--- config.mk ---
export PLATFORM = sky130hd
export DESIGN_NAME = demux2x4
export DESIGN_NICKNAME = d
export VERILOG_FILES = /design/src/rtl/demux2x4_pkg.sv /design/src/rtl/demux2x4_ej_fifo2w1r.sv /design/src/rtl/demux2x4.sv
export SDC_FILE = /design/constraint.sdc
export NUM_CORES = 1
export LEC_CHECK = 0
export ABC_AREA = 1
export CAP_MARGIN = 5
export CORE_MARGIN = 3
export CORE_UTILIZATION = 50
export DETAILED_ROUTE_END_ITERATION = 8
export PLACE_DENSITY = 0.85
export SLEW_MARGIN = 20
export SYNTH_ARGS = -nofsm -noshare
export SYNTH_HDL_FRONTEND = slang
export SYNTH_SLANG_ARGS = --single-unit
--- constraint.sdc ---
create_clock -name clk -period 10.59 [get_ports clk]
set_clock_uncertainty 0.2 [all_clocks]
set_input_delay 1.059 -clock clk [delete_from_list [all_inputs] [get_ports clk]]
set_output_delay 1.059 -clock clk [all_outputs]
set_load 0.05 [all_outputs]
--- src/rtl/demux2x4_pkg.sv ---
// Shared definitions for the 2-input, 4-ring-port plus local-ejection demux.
package demux2x4_pkg;

  // Control-word (flit) width shared by every flit port.
  localparam int unsigned CTRL_W = 8;

  // Destination codes. Codes 4-7 all select local ejection.
  typedef enum logic [2:0] {
    RING0 = 3'd0,
    RING1 = 3'd1,
    RING2 = 3'd2,
    RING3 = 3'd3,
    LOCAL = 3'd4
  } dest_e;

  function automatic logic is_eject(input logic [2:0] dst);
    return dst >= LOCAL;
  endfunction

  function automatic logic [1:0] ring_sel(input logic [2:0] dst);
    return dst[1:0];
  endfunction

endpackage

--- src/rtl/demux2x4_ej_fifo2w1r.sv ---
// Ejection FIFO: up to two writes (wr0 ahead of wr1) and one read per cycle.
module ej_fifo2w1r #(
  parameter int unsigned CW       = 8,
  parameter int unsigned EJ_DEPTH = 4
) (
  input  logic                        clk,
  input  logic                        rst,
  input  logic                        wr0,
  input  logic [CW-1:0]               wr0_data,
  input  logic                        wr1,
  input  logic [CW-1:0]               wr1_data,
  input  logic                        rd,
  output logic [CW-1:0]               rd_data,
  output logic                        not_empty,
  output logic [$clog2(EJ_DEPTH):0]   count
);

  localparam int unsigned AW = $clog2(EJ_DEPTH);

  logic [CW-1:0] mem [EJ_DEPTH];
  logic [AW-1:0] wp;
  logic [AW-1:0] rp;
  logic [AW-1:0] wa1;
  logic [AW:0]   cnt;
  logic          do_rd;

  // Second write lands behind the first when both are active; reads ignored when empty.
  always_comb begin
    do_rd     = rd && (cnt != '0);
    wa1       = wr0 ? wp + AW'(1) : wp;
    rd_data   = mem[rp];
    not_empty = (cnt != '0);
    count     = cnt;
  end

  // Storage array, written only outside reset.
  always_ff @(posedge clk) begin
    if (!rst) begin
      if (wr0) mem[wp]  <= wr0_data;
      if (wr1) mem[wa1] <= wr1_data;
    end
  end

  // Pointers wrap naturally at EJ_DEPTH (power of two); occupancy tracks net change.
  always_ff @(posedge clk) begin
    if (rst) begin
      wp  <= '0;
      rp  <= '0;
      cnt <= '0;
    end else begin
      wp  <= wp + AW'(wr0) + AW'(wr1);
      rp  <= rp + AW'(do_rd);
      cnt <= cnt + (AW+1)'(wr0) + (AW+1)'(wr1) - (AW+1)'(do_rd);
    end
  end

endmodule

--- src/rtl/demux2x4.sv ---
// Routes two incoming flit streams onto four registered ring ports or a shared ejection FIFO.
module demux2x4
  import demux2x4_pkg::*;
#(
  parameter int unsigned CW       = CTRL_W,
  parameter int unsigned EJ_DEPTH = 4
) (
  input  logic          clk,
  input  logic          rst,
  input  logic [CW-1:0] in0_ci,
  input  logic [CW-1:0] in1_ci,
  input  logic          in0_vi,
  input  logic          in1_vi,
  input  logic [2:0]    dst0,
  input  logic [2:0]    dst1,
  output logic          in0_rdy,
  output logic          in1_rdy,
  output logic [CW-1:0] port0_co,
  output logic [CW-1:0] port1_co,
  output logic [CW-1:0] port2_co,
  output logic [CW-1:0] port3_co,
  output logic          port0_vo,
  output logic          port1_vo,
  output logic          port2_vo,
  output logic          port3_vo,
  output logic [CW-1:0] portl_co,
  output logic          portl_vo,
  input  logic          portl_rdy
);

  localparam int unsigned AW = $clog2(EJ_DEPTH);

  logic [AW:0]          ej_count;
  logic [AW+1:0]        avail;
  logic                 pop;
  logic                 conflict;
  logic                 acc0;
  logic                 acc1;
  logic                 ej0;
  logic                 ej1;
  logic [3:0]           hit0;
  logic [3:0]           hit1;
  logic [3:0]           ring_vo;
  logic [3:0][CW-1:0]   ring_co;

  // Accept logic: ring ports never stall except in1 losing a same-port conflict;
  // eject accepts count a same-cycle pop as free space, with in0 claiming first.
  always_comb begin
    pop      = portl_vo && portl_rdy;
    avail    = (AW+2)'(EJ_DEPTH) - {1'b0, ej_count} + (AW+2)'(pop);
    conflict = in0_vi && !is_eject(dst0) && !is_eject(dst1) &&
               (ring_sel(dst0) == ring_sel(dst1));
    in0_rdy  = 1'b0;
    in1_rdy  = 1'b0;
    ej0      = 1'b0;
    if (!rst) begin
      in0_rdy = is_eject(dst0) ? (avail >= (AW+2)'(1)) : 1'b1;
      ej0     = in0_vi && in0_rdy && is_eject(dst0);
      in1_rdy = is_eject(dst1) ? (avail >= (AW+2)'(1) + (AW+2)'(ej0)) : !conflict;
    end
    acc0 = in0_vi && in0_rdy;
    acc1 = in1_vi && in1_rdy;
    ej1  = acc1 && is_eject(dst1);
    hit0 = '0;
    hit1 = '0;
    for (int unsigned p = 0; p < 4; p++) begin
      hit0[p] = acc0 && !is_eject(dst0) && (ring_sel(dst0) == p[1:0]);
      hit1[p] = acc1 && !is_eject(dst1) && (ring_sel(dst1) == p[1:0]);
    end
  end

  // Ring-port registers: valid pulses for one cycle, data holds its last load.
  always_ff @(posedge clk) begin
    if (rst) begin
      ring_vo <= '0;
      ring_co <= '0;
    end else begin
      for (int unsigned p = 0; p < 4; p++) begin
        ring_vo[p] <= hit0[p] || hit1[p];
        if (hit0[p])      ring_co[p] <= in0_ci;
        else if (hit1[p]) ring_co[p] <= in1_ci;
      end
    end
  end

  ej_fifo2w1r #(
    .CW       (CW),
    .EJ_DEPTH (EJ_DEPTH)
  ) u_ej_fifo (
    .clk       (clk),
    .rst       (rst),
    .wr0       (ej0),
    .wr0_data  (in0_ci),
    .wr1       (ej1),
    .wr1_data  (in1_ci),
    .rd        (portl_rdy),
    .rd_data   (portl_co),
    .not_empty (portl_vo),
    .count     (ej_count)
  );

  // Fan out the packed ring registers onto the named ports.
  always_comb begin
    port0_co = ring_co[0];
    port1_co = ring_co[1];
    port2_co = ring_co[2];
    port3_co = ring_co[3];
    port0_vo = ring_vo[0];
    port1_vo = ring_vo[1];
    port2_vo = ring_vo[2];
    port3_vo = ring_vo[3];
  end

endmodule

# Word-level counts from Yosys, hierarchy flattened
# Memory sizes are Yosys's and may differ from the RTL's. A register that Yosys moved wholly into a read port is not among the register bits.
# Index checks and enable logic that the tools add are counted.
# W data, S select, Z words.
dict set report classes {
  n_addsub 10
  n_mul 0
  div_mod_pow 0
  n_lt_le_gt_ge 4
  n_eq_ne 7
  n_shift 0
  n_mux 21
  bitwise 0
  reduce_logical 33
}
# operator n
set op_table {}
lappend op_table {{$mux W8} 8}
lappend op_table {{$logic_and A1 B1 Y1} 19}
lappend op_table {{$mux W1} 11}
lappend op_table {{$eq A2 B2 Y1 const B} 4}
lappend op_table {{$reduce_bool A2 Y1} 4}
lappend op_table {{$add A2 B1 Y2} 3}
lappend op_table {{$add A3 B1 Y3} 2}
lappend op_table {{$ge A3 B3 Y1 const B} 2}
lappend op_table {{$add A4 B1 Y4} 1}
lappend op_table {{$eq A2 B1 Y1 const B} 2}
lappend op_table {{$ge A4 B1 Y1 const B} 1}
lappend op_table {{$ge A4 B2 Y1} 1}
lappend op_table {{$logic_not A2 Y1} 2}
lappend op_table {{$logic_or A1 B1 Y1} 4}
lappend op_table {{$mux W2} 2}
lappend op_table {{$sub A3 B3 Y4 const A} 1}
lappend op_table {{$logic_not A1 Y1} 3}
lappend op_table {{$reduce_bool A3 Y1} 1}
lappend op_table {{$sub A3 B1 Y3} 1}
lappend op_table {{$add A1 B1 Y2 const A} 1}
lappend op_table {{$add A2 B1 Y2 const B} 1}
lappend op_table {{$eq A2 B2 Y1} 1}
dict set report word_totals {
  register_bits 43
  latchBits 0
  ramBits 32
  mem_bits_ro 0
  in_bits 27
  out_inout_bits 47
  n_memories 1
}
# name words word_bits rd rd_ports_with_merged_regs wr line
set mem_list {}
lappend mem_list {u_ej_fifo.mem 4 8 1 1 2 demux2x4_ej_fifo2w1r.sv:20} ;# logic [CW-1:0] mem [EJ_DEPTH];

# Logic depth before layout (Yosys ltp)
# Gate-level depths: netlist of run 1.
dict set report depth {
  ltp_word 16
  depth_mapped 25
  depth_no_buf 24
}

# Hierarchy
# A second synthesis of run 1 with hierarchy kept.
dict set report hier_totals {
  cells_unflattened 610
  hier_area_um2 4415.5
}
# mod instances cells_per_inst area_per_inst_um2 seq_area_each_um2
set by_module_without_submodules {}
lappend by_module_without_submodules {ej_fifo2w1r 1 253 2322.2 1101.1}
lappend by_module_without_submodules {demux2x4 1 357 2093.3 720.7}

# Worst setup path after synthesis of run 1
# OpenSTA, ideal clock, no wires.
dict set report synth_timing {
  path_type {in2reg}
  from {input port portl_rdy}
  to {register u_ej_fifo.cnt[2] (netlist: u_ej_fifo.count[2])}
  arrival_ns 4.011
  required_ns 10.275
  path_slack_ns 6.265
  cell_stages 22
  cell_sequence {nand2_1 ha_1 inv_1 ha_1 nor3_1 nand2_2 nand2_1 ha_1 inv_1 nand2_1 a21oi_1 nand2_1 nand4_1 nor2_2 buf_2 inv_2 ha_1 inv_1 fa_1 fa_1 xnor2_1 nor2_1}
}
dict set report synth_via {
  elab_chain_len 14
  elab_cells_between_ends 16
}
# element line
set synth_rtl {}
lappend synth_rtl {{start, declared} demux2x4.sv:28} ;# input logic portl_rdy
lappend synth_rtl {{$logic_and A1 B1 Y1 (*)} {demux2x4_ej_fifo2w1r.sv:29, demux2x4.sv:49}}
lappend synth_rtl {{$add A4 B1 Y4} demux2x4.sv:50} ;# avail = (AW+2)'(EJ_DEPTH) - {1'b0, ej_count} + (AW+2)'(pop);
lappend synth_rtl {{$ge A4 B1 Y1} demux2x4.sv:57} ;# in0_rdy = is_eject(dst0) ? (avail >= (AW+2)'(1)) : 1'b1;
lappend synth_rtl {{$mux W1} demux2x4.sv:57}
lappend synth_rtl {{$logic_and A1 B1 Y1 (2 in a row)} demux2x4.sv:58} ;# ej0 = in0_vi && in0_rdy && is_eject(dst0);
lappend synth_rtl {{$add A1 B1 Y2} demux2x4.sv:59} ;# in1_rdy = is_eject(dst1) ? (avail >= (AW+2)'(1) + (AW+2)'(ej0)) : !conflict;
lappend synth_rtl {{$ge A4 B2 Y1} demux2x4.sv:59}
lappend synth_rtl {{$mux W1} demux2x4.sv:59}
lappend synth_rtl {{$mux W1} demux2x4.sv:56} ;# if (!rst) begin
lappend synth_rtl {{$logic_and A1 B1 Y1} demux2x4.sv:62} ;# acc1 = in1_vi && in1_rdy;
lappend synth_rtl {{$logic_and A1 B1 Y1} demux2x4.sv:63} ;# ej1 = acc1 && is_eject(dst1);
lappend synth_rtl {{$add A3 B1 Y3} demux2x4_ej_fifo2w1r.sv:53} ;# cnt <= cnt + (AW+1)'(wr0) + (AW+1)'(wr1) - (AW+1)'(do_rd);
lappend synth_rtl {{$sub A3 B1 Y3 (*)} demux2x4_ej_fifo2w1r.sv:53}
lappend synth_rtl {{end signal, assigned} demux2x4_ej_fifo2w1r.sv:53}
lappend synth_rtl {{end, declared} demux2x4_ej_fifo2w1r.sv:24} ;# logic [AW:0] cnt;
# Every way passes the cells marked *; elsewhere a longest branch is shown, timed or not.
# A chain may end at the register's enable or synchronous reset.

# Worst setup path in the final report of run 1
dict set report layout_timing {
  from {input port portl_rdy}
  to {output port in1_rdy}
}
dict set report layout_via {
  elab_chain_len 10
}
# element line
set layout_rtl {}
lappend layout_rtl {{$logic_and A1 B1 Y1 (*)} demux2x4.sv:49} ;# pop = portl_vo && portl_rdy;
lappend layout_rtl {{$add A4 B1 Y4 (*)} demux2x4.sv:50}
lappend layout_rtl {{$ge A4 B1 Y1} demux2x4.sv:57}
lappend layout_rtl {{$mux W1} demux2x4.sv:57}
lappend layout_rtl {{$logic_and A1 B1 Y1 (2 in a row)} demux2x4.sv:58}
lappend layout_rtl {{$add A1 B1 Y2} demux2x4.sv:59}
lappend layout_rtl {{$ge A4 B2 Y1 (*)} demux2x4.sv:59}
lappend layout_rtl {{$mux W1 (*)} demux2x4.sv:59}
lappend layout_rtl {{$mux W1 (*)} demux2x4.sv:56}
lappend layout_rtl {{end, declared} demux2x4.sv:17} ;# output logic in1_rdy,
# Marks and branches as above.

==> metrics, run 1 <==
status completed; Psw 0.365 mW; reg-to-reg startpoint u_ej_fifo.count[1]; WHS 0.347 ns; via count 4,231; final hold vios 0; Cell Pwr Density 175 mW/mm^2; final WL 11.2 mm; # nets final 711; Slew headroom 0.532; Initial Utilization 0.527; r2r setup slk about 6.3 ns; placed cell count 764; hold_buf cts 0; H-tree depth 3; CTS clk-pin slew, worst paths 0.08 ns; Synth Net Count 658; Design Area, Final approximately 0.0054 mm^2; Placer Congestion 0.922; Peak VDD IR 81.3 uV; worst-path cell chain clkdlybuf4s50_1 -> nand2_1 -> ha_1 -> inv_1 -> ha_1 -> nor3_1 -> nand2_2 -> nand2_1 -> ha_1 -> inv_1 -> nand2_1 -> a21oi_1 -> nand2_1 -> nand2_1 -> nor2_1 -> clkdlybuf4s50_1; register area share after synthesis 0.410; drc violations 0; max incr delay on CP 0.72 ns; switching share of total power 0.389; clk sink count 75; Routed WL per cell ~14 um; GRT busiest layer met2; top cells by area, synth edfxtp_1 (22%), dfxtp_1 (19%), nand2_1 (13%); initial antenna violation count 0; Pleak 2.53 nW; largest net degree at the start of global routing 42; clock power share 0.261; Reg2Reg Capture Point u_ej_fifo.count[2]; CORE AREA 0.00842 mm^2; crit end category primary output; final non-filler cell total about 800; Rows 33; unrepaired setup endpoints after global routing false; detailed placement HPWL 8.26 mm; vias in the first global route approximately 4,000; CTS tree yes; Clock Latency Late Sink between 0.3 and 0.4 ns; Worst setup startpoint portl_rdy; Syn Area/Cell 7.20 um^2; final setup TNS 0 ns; clk buf depth 2; Setup crit start kind input pin; Congestion Overflow GR 0; Distinct cells, synth 29; final period utilization 0.496; DRT antenna net count 0; # diodes 0; GRT met1 Usage 0.282; CP max stage cell clkdlybuf4s50_1; synthesized instance count around 600; commonest cells after routing, fill and taps aside nand2_1 (157), nor2_1 (100), clkdlybuf4s50_1 (73); worst-path fanout max 7; post-synth top area share 0.216; Setup crit end in1_rdy; Internal Power 0.572 mW; commonest non-fill, non-tap cell in the layout nand2_1; Ys Warns 0; overall routing resource usage 0.224; Seq pwr share 0.364; Syn Std Cell Area 0.00444 mm^2; Synth area leader edfxtp_1; routing usage on met2 0.360; IO Port Bufs 73; data arrival time of the worst path 4.00 ns; I/O pin cnt 74; layout cells sized above 1 0.0741; drt initial violations between 200 and 300; root buffer cell clkbuf_8; r2r worst-path depth 24; Comb pwr share 0.374; Setup Fix Bufs, Post-CTS 0; DP Area between 0.005 and 0.006 mm^2; Hold Crit Class reg -> reg; Via density between 5 and 6; Die W 100 um; met3 usage 0.0438; die footprint 0.0101 mm^2; Required @ worst endpoint 9.33 ns; max_cap viols 0; Die Span Y 100 um; Design Power approximately 0.94 mW; Area Overhead vs Synth 20.5%; Slew Viols, Final 0; first-pass GRT wire length 18.2 mm; Crit Path Class in -> out; minimum clock period ~5.3 ns; CTS Buf Count 9; Final setup viols 0; Worst-Margin Slew 0.700 ns; CP most frequent cell nand2_1; TritonRoute pass-1 iters 5; highest achievable clock rate 0.190 GHz; flip-flop and latch count after synthesis 75; Gates resized, CTS repair 0
[cell type report]
type | count | area (um^2)
Fill cell | 741 | 3070
Clock buffer | 10 | 128
Multi-Input combinational cell | 428 | 2130
Tap cell | 105 | 131
Timing Repair Buffer | 74 | 738
Sequential cell | 75 | 1820
Clock inverter | 6 | 90.1
Inverter | 82 | 310
[routing by layer]
layer | vias to the layer above | share of wire
li1 | 2082 | -
met1 | 1900 | 0.42
met2 | 209 | 0.47
met3 | 40 | 0.075
met4 | 0 | 0.037
met5 | - | 0
[worst max-delay path: cells and delay by family]
| family | cells | cell delay (ns) |
|---|---|---|
| AO/OA/AOI/OAI | 1 | 0.13 |
| adder cells (fa/ha/maj) | 3 | 0.65 |
| buffers and inverters | 4 | 1.30 |
| AND/OR/NAND/NOR | 8 | 0.85 |
[cell usage after synthesis]
library cell and n:
inv_4 1, nand3_2 3, nor2_1 100, buf_1 1, inv_1 71, o22ai_1 8, nand2_4 4, ha_1 11
nand3_1 33, inv_2 10, nand2_1 157, o21ai_1 6, nor2_2 5, buf_2 16, edfxtp_1 32, o21ai_0 42
xnor2_1 4, clkbuf_1 8, nor3_1 1, nand4_2 1, buf_6 3, nand4_1 38, dfxtp_1 43, fa_1 3
buf_4 4, or2_1 1, nand2_2 6, a21oi_1 1, nand3_4 4
[metrics by stage]
| stage | setup WS [ns] | util |
|---|---|---|
| final | 5.33 | 0.635 |
| after global routing | 5.20 | 0.635 |
| after CTS | 5.33 | 0.635 |
| after detailed placement | 5.33 | 0.610 |
| after global placement | 5.52 | 0.610 |
| after floorplan | 6.26 | - |
[power by group through the flow]
| stage | registers [mW] | clock network (mW) | logic, mW |
|---|---|---|---|
| floorplan | 0.358 | 0 | 0.243 |
| global placement | 0.347 | 0 | 0.336 |
| detailed placement | 0.348 | 0 | 0.350 |
| CTS | 0.341 | 0.246 | 0.351 |
| global route | 0.345 | 0.257 | 0.385 |
| finish | 0.341 | 0.245 | 0.351 |
[how the worst min path moves through the flow]
| stage | start | to | slack [ns] | depth (start not counted) |
|---|---|---|---|---|
| after floorplan | u_ej_fifo.wp[1] | u_ej_fifo.wp[1] | 0.35 | 2 |
| after global placement | port1_co[1] | port1_co[1] | 0.33 | 4 |
| after detailed placement | port1_co[7] | port1_co[7] | 0.34 | 4 |
| after CTS | port3_co[0] | port3_co[0] | 0.35 | 4 |
| after global routing | port2_co[0] | port2_co[0] | 0.38 | 4 |
| final | port1_co[6] | port1_co[6] | 0.35 | 4 |
[logic make-up after synthesis]
| kind of cell | share of synthesized area |
|---|---|
| AO/OA/AOI/OAI | 0.0665 |
| flip-flops | 0.410 |
| adder cells (fa/ha/maj) | 0.0445 |
| XOR/XNOR | 0.00788 |
| buffers and inverters | 0.110 |
| AND/OR/NAND/NOR | 0.361 |
[registers in the layout, indices dropped and copies added (netlist names)]
signal           cells
port0_co             8
port2_co             8
port1_co             8
port3_co             8
u_ej_fifo.count      3
u_ej_fifo.wp         2
ring_vo              4
u_ej_fifo.mem       32
u_ej_fifo.rp         2
Power figures use the tool's default switching activity.
==> inputs of run 2 (changes only) <==
- clock period: 10.59 -> 5.03 ns (I/O delays scaled with it)
==> run 2 against run 1 <==
Against the previous run: via count shrank 0.66%; design area down 0.51%; first-iteration DRC count increased by 23%; global-route usage grew 0.68 points; largest cell class unchanged.
==> metrics, run 2 (synthesis results as in run 1) <==
Initial Utilization 0.527 (unchanged); final WL 11.7 mm (+4.1%); reg-to-reg startpoint u_ej_fifo.count[1]; min-delay src port0_co[5]; final hold vios 0 (unchanged); data arrival time of the worst path 3.40 ns (-0.60 ns); TritonRoute pass-1 iters 5 (unchanged); Setup crit start kind input pin; IO Port Bufs 73 (unchanged); commonest cells after routing, fill and taps aside nand2_1 (157), nor2_1 (100), clkdlybuf4s50_1 (73); layout cells sized above 1 0.0726 (-0.00148); hold_buf cts 0 (unchanged); Area Overhead vs Synth 19.9%; highest achievable clock rate 0.244 GHz; I/O pin cnt 74 (unchanged); max_cap viols 0 (unchanged); clk sink count 75 (unchanged); CORE AREA 0.00842 mm^2 (unchanged); CTS clk-pin slew, worst paths 0.08 ns (about the same); Slew Viols, Final 0 (unchanged); final period utilization 0.816; drt initial violations 313 (+23%); root buffer cell clkbuf_8; Gates resized, CTS repair 0 (unchanged); worst-path fanout max 7 (unchanged); Die Span Y 100 um (unchanged); overall routing resource usage 0.230 (+0.00683); initial antenna violation count 0 (unchanged); Setup Fix Bufs, Post-CTS 0 (unchanged); Die W 100 um (unchanged); worst-path cell chain clkdlybuf4s50_1 -> nand2_1 -> ha_1 -> inv_1 -> ha_1 -> nor3_1 -> nand2_2 -> nand2_1 -> ha_1 -> inv_1 -> nand2_1 -> a21oi_1 -> nand2_1 -> nand2_1 -> nor2_1 -> clkdlybuf4s50_1; Largest Register u_ej_fifo.mem; crit end category primary output; Cell Pwr Density 358 mW/mm^2 (+100%); commonest non-fill, non-tap cell in the layout nand2_1; Reg2Reg Capture Point u_ej_fifo.count[2]; Final setup viols 0 (unchanged); Placer Congestion 0.968 (+5.0%); CP most frequent cell nand2_1; Clock Latency Late Sink 0.35 ns (about the same); first-pass GRT wire length 18.4 mm (+1.3%); Congestion Overflow GR 0 (unchanged); Routed WL per cell 14.9 um (+4.1%); Hold Crit Class reg -> reg; detailed placement HPWL 8.53 mm (+3.4%); vias in the first global route 3,802 (-4.0%); max incr delay on CP 0.71 ns (about the same); CTS Buf Count 9 (unchanged); Worst-Margin Slew 0.706 ns (+0.00690 ns); final setup TNS 0 ns (unchanged); unrepaired setup endpoints after global routing false; Rows 33 (unchanged); H-tree depth 3 (unchanged); Worst Path Buf+Inv 4 (unchanged); minimum clock period 4.10 ns; r2r worst-path depth 23 (-4.2%); Worst setup startpoint portl_rdy; Crit path max-delay family buffers and inverters; hold depth 4 (unchanged); DRT antenna net count 0 (unchanged); Peak VDD IR 155 uV (+90%); Required @ worst endpoint 4.33 ns (-5.00 ns); Crit Path Class in -> out; drc violations 0 (unchanged); CP max stage cell clkdlybuf4s50_1; Via density 5.39 (-0.66%); filler instances 724 (-2.3%); largest net degree at the start of global routing 42 (unchanged); Slew headroom 0.528 (-0.00461); Pleak 2.52 nW (-0.28%); CTS tree yes; status completed; clk buf depth 2 (unchanged); die footprint 0.0101 mm^2 (unchanged); max reg flops 32 (unchanged); via count 4,203 (-0.66%); WHS 0.347 ns (+0.000569 ns); Hold Crit Endpoint port0_co[5]; # nets final 711 (unchanged); # diodes 0 (unchanged); r2r setup slk 1.13 ns (-5.20 ns)
[run 2: changes by cell type in the layout (fill, tap and decap cells not counted), sizes merged]
cell	previous run	this run
clkinv	3	1
clkinvlp	1	0
bufinv	2	0
inv	82	84
clkbuf	10	13
[run 2: worst max path at each step]
stage                    endpoint  cells past startpoint  slack, ns
2_1_floorplan  u_ej_fifo.count[2]                     24       0.93
3_3_place_gp   u_ej_fifo.count[2]                     22       0.90
3_5_place_dp   u_ej_fifo.count[2]                     22       0.73
4_1_cts                   in1_rdy                     16       0.95
5_1_grt                   in1_rdy                     17       0.74
6_report                  in1_rdy                     16       0.93
[run 2: stage by stage]
stage	cell area, um^2	setup slack (ns)	utilization	instances	total power, mW
after CTS	5330	0.947	0.632	780	1.91
final	5330	0.928	0.632	780	1.90
after detailed placement	5130	0.726	0.610	764	1.47
after global routing	5330	0.735	0.632	780	2.01
after floorplan	4440	0.930	-	617	1.27
after global placement	5130	0.904	0.610	764	1.44
[run 2: metal layers]
| layer | up-vias | global-route usage | part of all wire |
|---|---|---|---|
| met1 | 1870 | 0.294 | 0.41 |
| met4 | 0 | 0.0922 | 0.033 |
| met2 | 213 | 0.388 | 0.48 |
| met3 | 34 | 0.0389 | 0.077 |
| li1 | 2086 | - | - |
| met5 | - | 0 | 0 |
[run 2: area by class of cell]
class                   count  area (um^2)  area share
clock buffers              13          170      0.0320
clock inverters             3         20.0     0.00376
inverters                  82          310      0.0583
multi-input cells         428         2130       0.401
flip-flops and latches     75         1820       0.342
well taps                 105          131      0.0247
repair buffers             74          738       0.139
[run 2: where the power goes]
group / internal [mW] / switching, mW / total [mW]
Sequential: 0.679 / 0.0397 / 0.719
Combinational: 0.245 / 0.497 / 0.742
Clock: 0.225 / 0.219 / 0.444
Total: 1.15 / 0.756 / 1.90
[run 2: worst min-delay path, stage by stage (launching register included)]
cell and delay (ns):
dfxtp_1 0.31, inv_1 0.05, nand3_1 0.07, nand2_1 0.06
nor2_1 0.03
==> inputs of run 3 (changes only) <==
- CORE_UTILIZATION: 50 -> 49
- PLACE_DENSITY: 0.85 -> 0.86
- clock period: 5.03 -> 3.7 ns (I/O delays scaled with it)
==> run 3 against run 2 <==
Against the previous run: clock power rose by 52%; design area is 3.5% higher; flip-flop and latch count stayed put; utilization fell by 0.34 points; combinational power increased by 52%; critical path depth increased by 8; highest routed layer unchanged; die area increased by 1.9%; largest cell class unchanged; count of clock-buffer cells in the layout fell by 2; hold slack got worse by 0.0032 ns; setup slack worse by 0.75 ns; sequential power increased by 37%.
==> metrics, run 3 (synthesis results as in run 1) <==
status completed; Setup crit start kind register; Hold Crit Class reg -> reg; Area Overhead vs Synth 24.0%; crit end category register; pre-CTS WS -0.230 ns (-0.955 ns); final setup TNS 0 ns (unchanged); final hold vios 0 (unchanged); Setup WS post-layout 0.177 ns (-0.751 ns); detailed placement HPWL 8.43 mm (-1.2%); highest achievable clock rate 0.284 GHz; Worst-Margin Slew 0.725 ns (+0.0190 ns); CORE AREA 0.00876 mm^2 (+4.0%); die footprint 0.0102 mm^2 (+1.9%); H-tree depth 3 (unchanged); initial antenna violation count 0 (unchanged); utilization after layout 0.629 (-0.00342); minimum clock period 3.52 ns; via count 4,203 (unchanged); layout cells sized above 1 0.112 (+0.0397); # nets final 722 (+1.5%); TritonRoute pass-1 iters 5 (unchanged); worst-path fanout max 4 (-3); Initial Utilization 0.507 (-0.0205); drc violations 0 (unchanged); drt initial violations 306 (-2.2%); CTS tree yes; first-pass GRT wire length 18.8 mm (+1.8%); Pleak 2.60 nW (+3.0%); max_cap viols 0 (unchanged); Congestion Overflow GR 0 (unchanged); commonest cells after routing, fill and taps aside nand2_1 (153), nor2_1 (98), clkdlybuf4s50_1 (72); Slew headroom 0.515 (-0.0127); Die Span Y 101 um (+0.95%); CTS Buf Count 9 (unchanged); unrepaired setup endpoints after global routing true; Cell Pwr Density 506 mW/mm^2 (+41%); Placer Congestion 0.911 (-5.9%); data arrival time of the worst path 3.62 ns (+0.22 ns); vias in the first global route 4,019 (+5.7%); IO Port Bufs 73 (unchanged); clk buf depth 2 (unchanged); hold_buf cts 0 (unchanged); overall routing resource usage 0.230 (-0.000815); Final setup viols 0 (unchanged); # diodes 0 (unchanged); DRT antenna net count 0 (unchanged); max reg flops 32 (unchanged); CTS clk-pin slew, worst paths 0.08 ns (about the same); Required @ worst endpoint 3.80 ns (-0.53 ns); Crit Path Class reg -> reg; final non-filler cell total 794 (+1.8%); Via density 5.29 (-1.8%); Clock Latency Late Sink 0.35 ns (about the same); Largest Register u_ej_fifo.mem; commonest non-fill, non-tap cell in the layout nand2_1; I/O pin cnt 74 (unchanged); clk sink count 75 (unchanged); Die W 101 um (+0.95%); Rows 34 (+3.0%); final WL 11.5 mm (-1.0%); final period utilization 0.952; Peak VDD IR 209 uV (+35%); Slew Viols, Final 0 (unchanged); WHS 0.344 ns (-0.00322 ns); Routed WL per cell 14.5 um (-2.7%); root buffer cell clkbuf_8; placed cell count 775 (+1.4%); largest net degree at the start of global routing 39 (-7.1%)
run 3: layout make-up:
cell class              count  area [um^2]
fillers                   727         3250
multi-input cells         428         2200
flip-flops and latches     75         1830
repair buffers             85          831
inverters                  82          310
clock buffers              11          153
well taps                 108          135
clock inverters             5         56.3
run 3: critical path, cell delays in order (launching register included):
cell,delay (ns)
dfxtp_2,0.35
nor2_4,0.13
nand2_4,0.07
nand2_4,0.08
ha_4,0.12
inv_2,0.04
ha_4,0.15
or2_1,0.23
nand2_2,0.08
nand2_2,0.07
nand2_2,0.07
ha_1,0.13
inv_1,0.04
nand2_1,0.04
a21oi_1,0.04
nand2_1,0.07
nand4_1,0.09
nor2_2,0.14
inv_2,0.04
ha_1,0.26
inv_1,0.05
fa_2,0.33
fa_2,0.53
inv_1,0.04
nor2_2,0.07
run 3: path summary, 6_finish.rpt:
check / startpoint / slack (ns) / end / cells past startpoint
worst max-delay path: u_ej_fifo.count[2] / 0.18 / u_ej_fifo.count[1] / 24
worst min-delay path: port1_co[7] / 0.34 / port1_co[7] / 4
worst max register to register: u_ej_fifo.count[2] / 0.18 / u_ej_fifo.count[1] / 24
worst min register to register: port1_co[7] / 0.34 / port1_co[7] / 4
run 3: timing repair:
| action | 4_1_cts | 5_1_grt |
|---|---|---|
| buffers inserted | 0 | 3 |
| endpoints found under the setup margin | 0 | 2 |
| gates resized for setup | 0 | 2 |
run 3: metrics by stage:
| step | area, um^2 | total power, mW |
|---|---|---|
| 5_1_grt | 5510 | 2.94 |
| 3_5_place_dp | 5270 | 2.10 |
| 6_report | 5510 | 2.79 |
| 2_1_floorplan | 4510 | 1.79 |
| 3_3_place_gp | 5270 | 2.06 |
| 4_1_cts | 5480 | 2.76 |
run 3: report_power, final:
group	internal [mW]	switching (mW)	total [mW]
logic	0.412	0.715	1.13
clock network	0.355	0.319	0.674
registers	0.927	0.0586	0.986
run 3: metal layers:
| layer | GRT usage | vias to the layer above | share of wire |
|---|---|---|---|
| met2 | 0.387 | 184 | 0.48 |
| met1 | 0.287 | 1888 | 0.42 |
| met3 | 0.0606 | 26 | 0.075 |
| met5 | 0 | - | 0 |
| met4 | 0.0736 | 0 | 0.018 |
| li1 | - | 2105 | - |
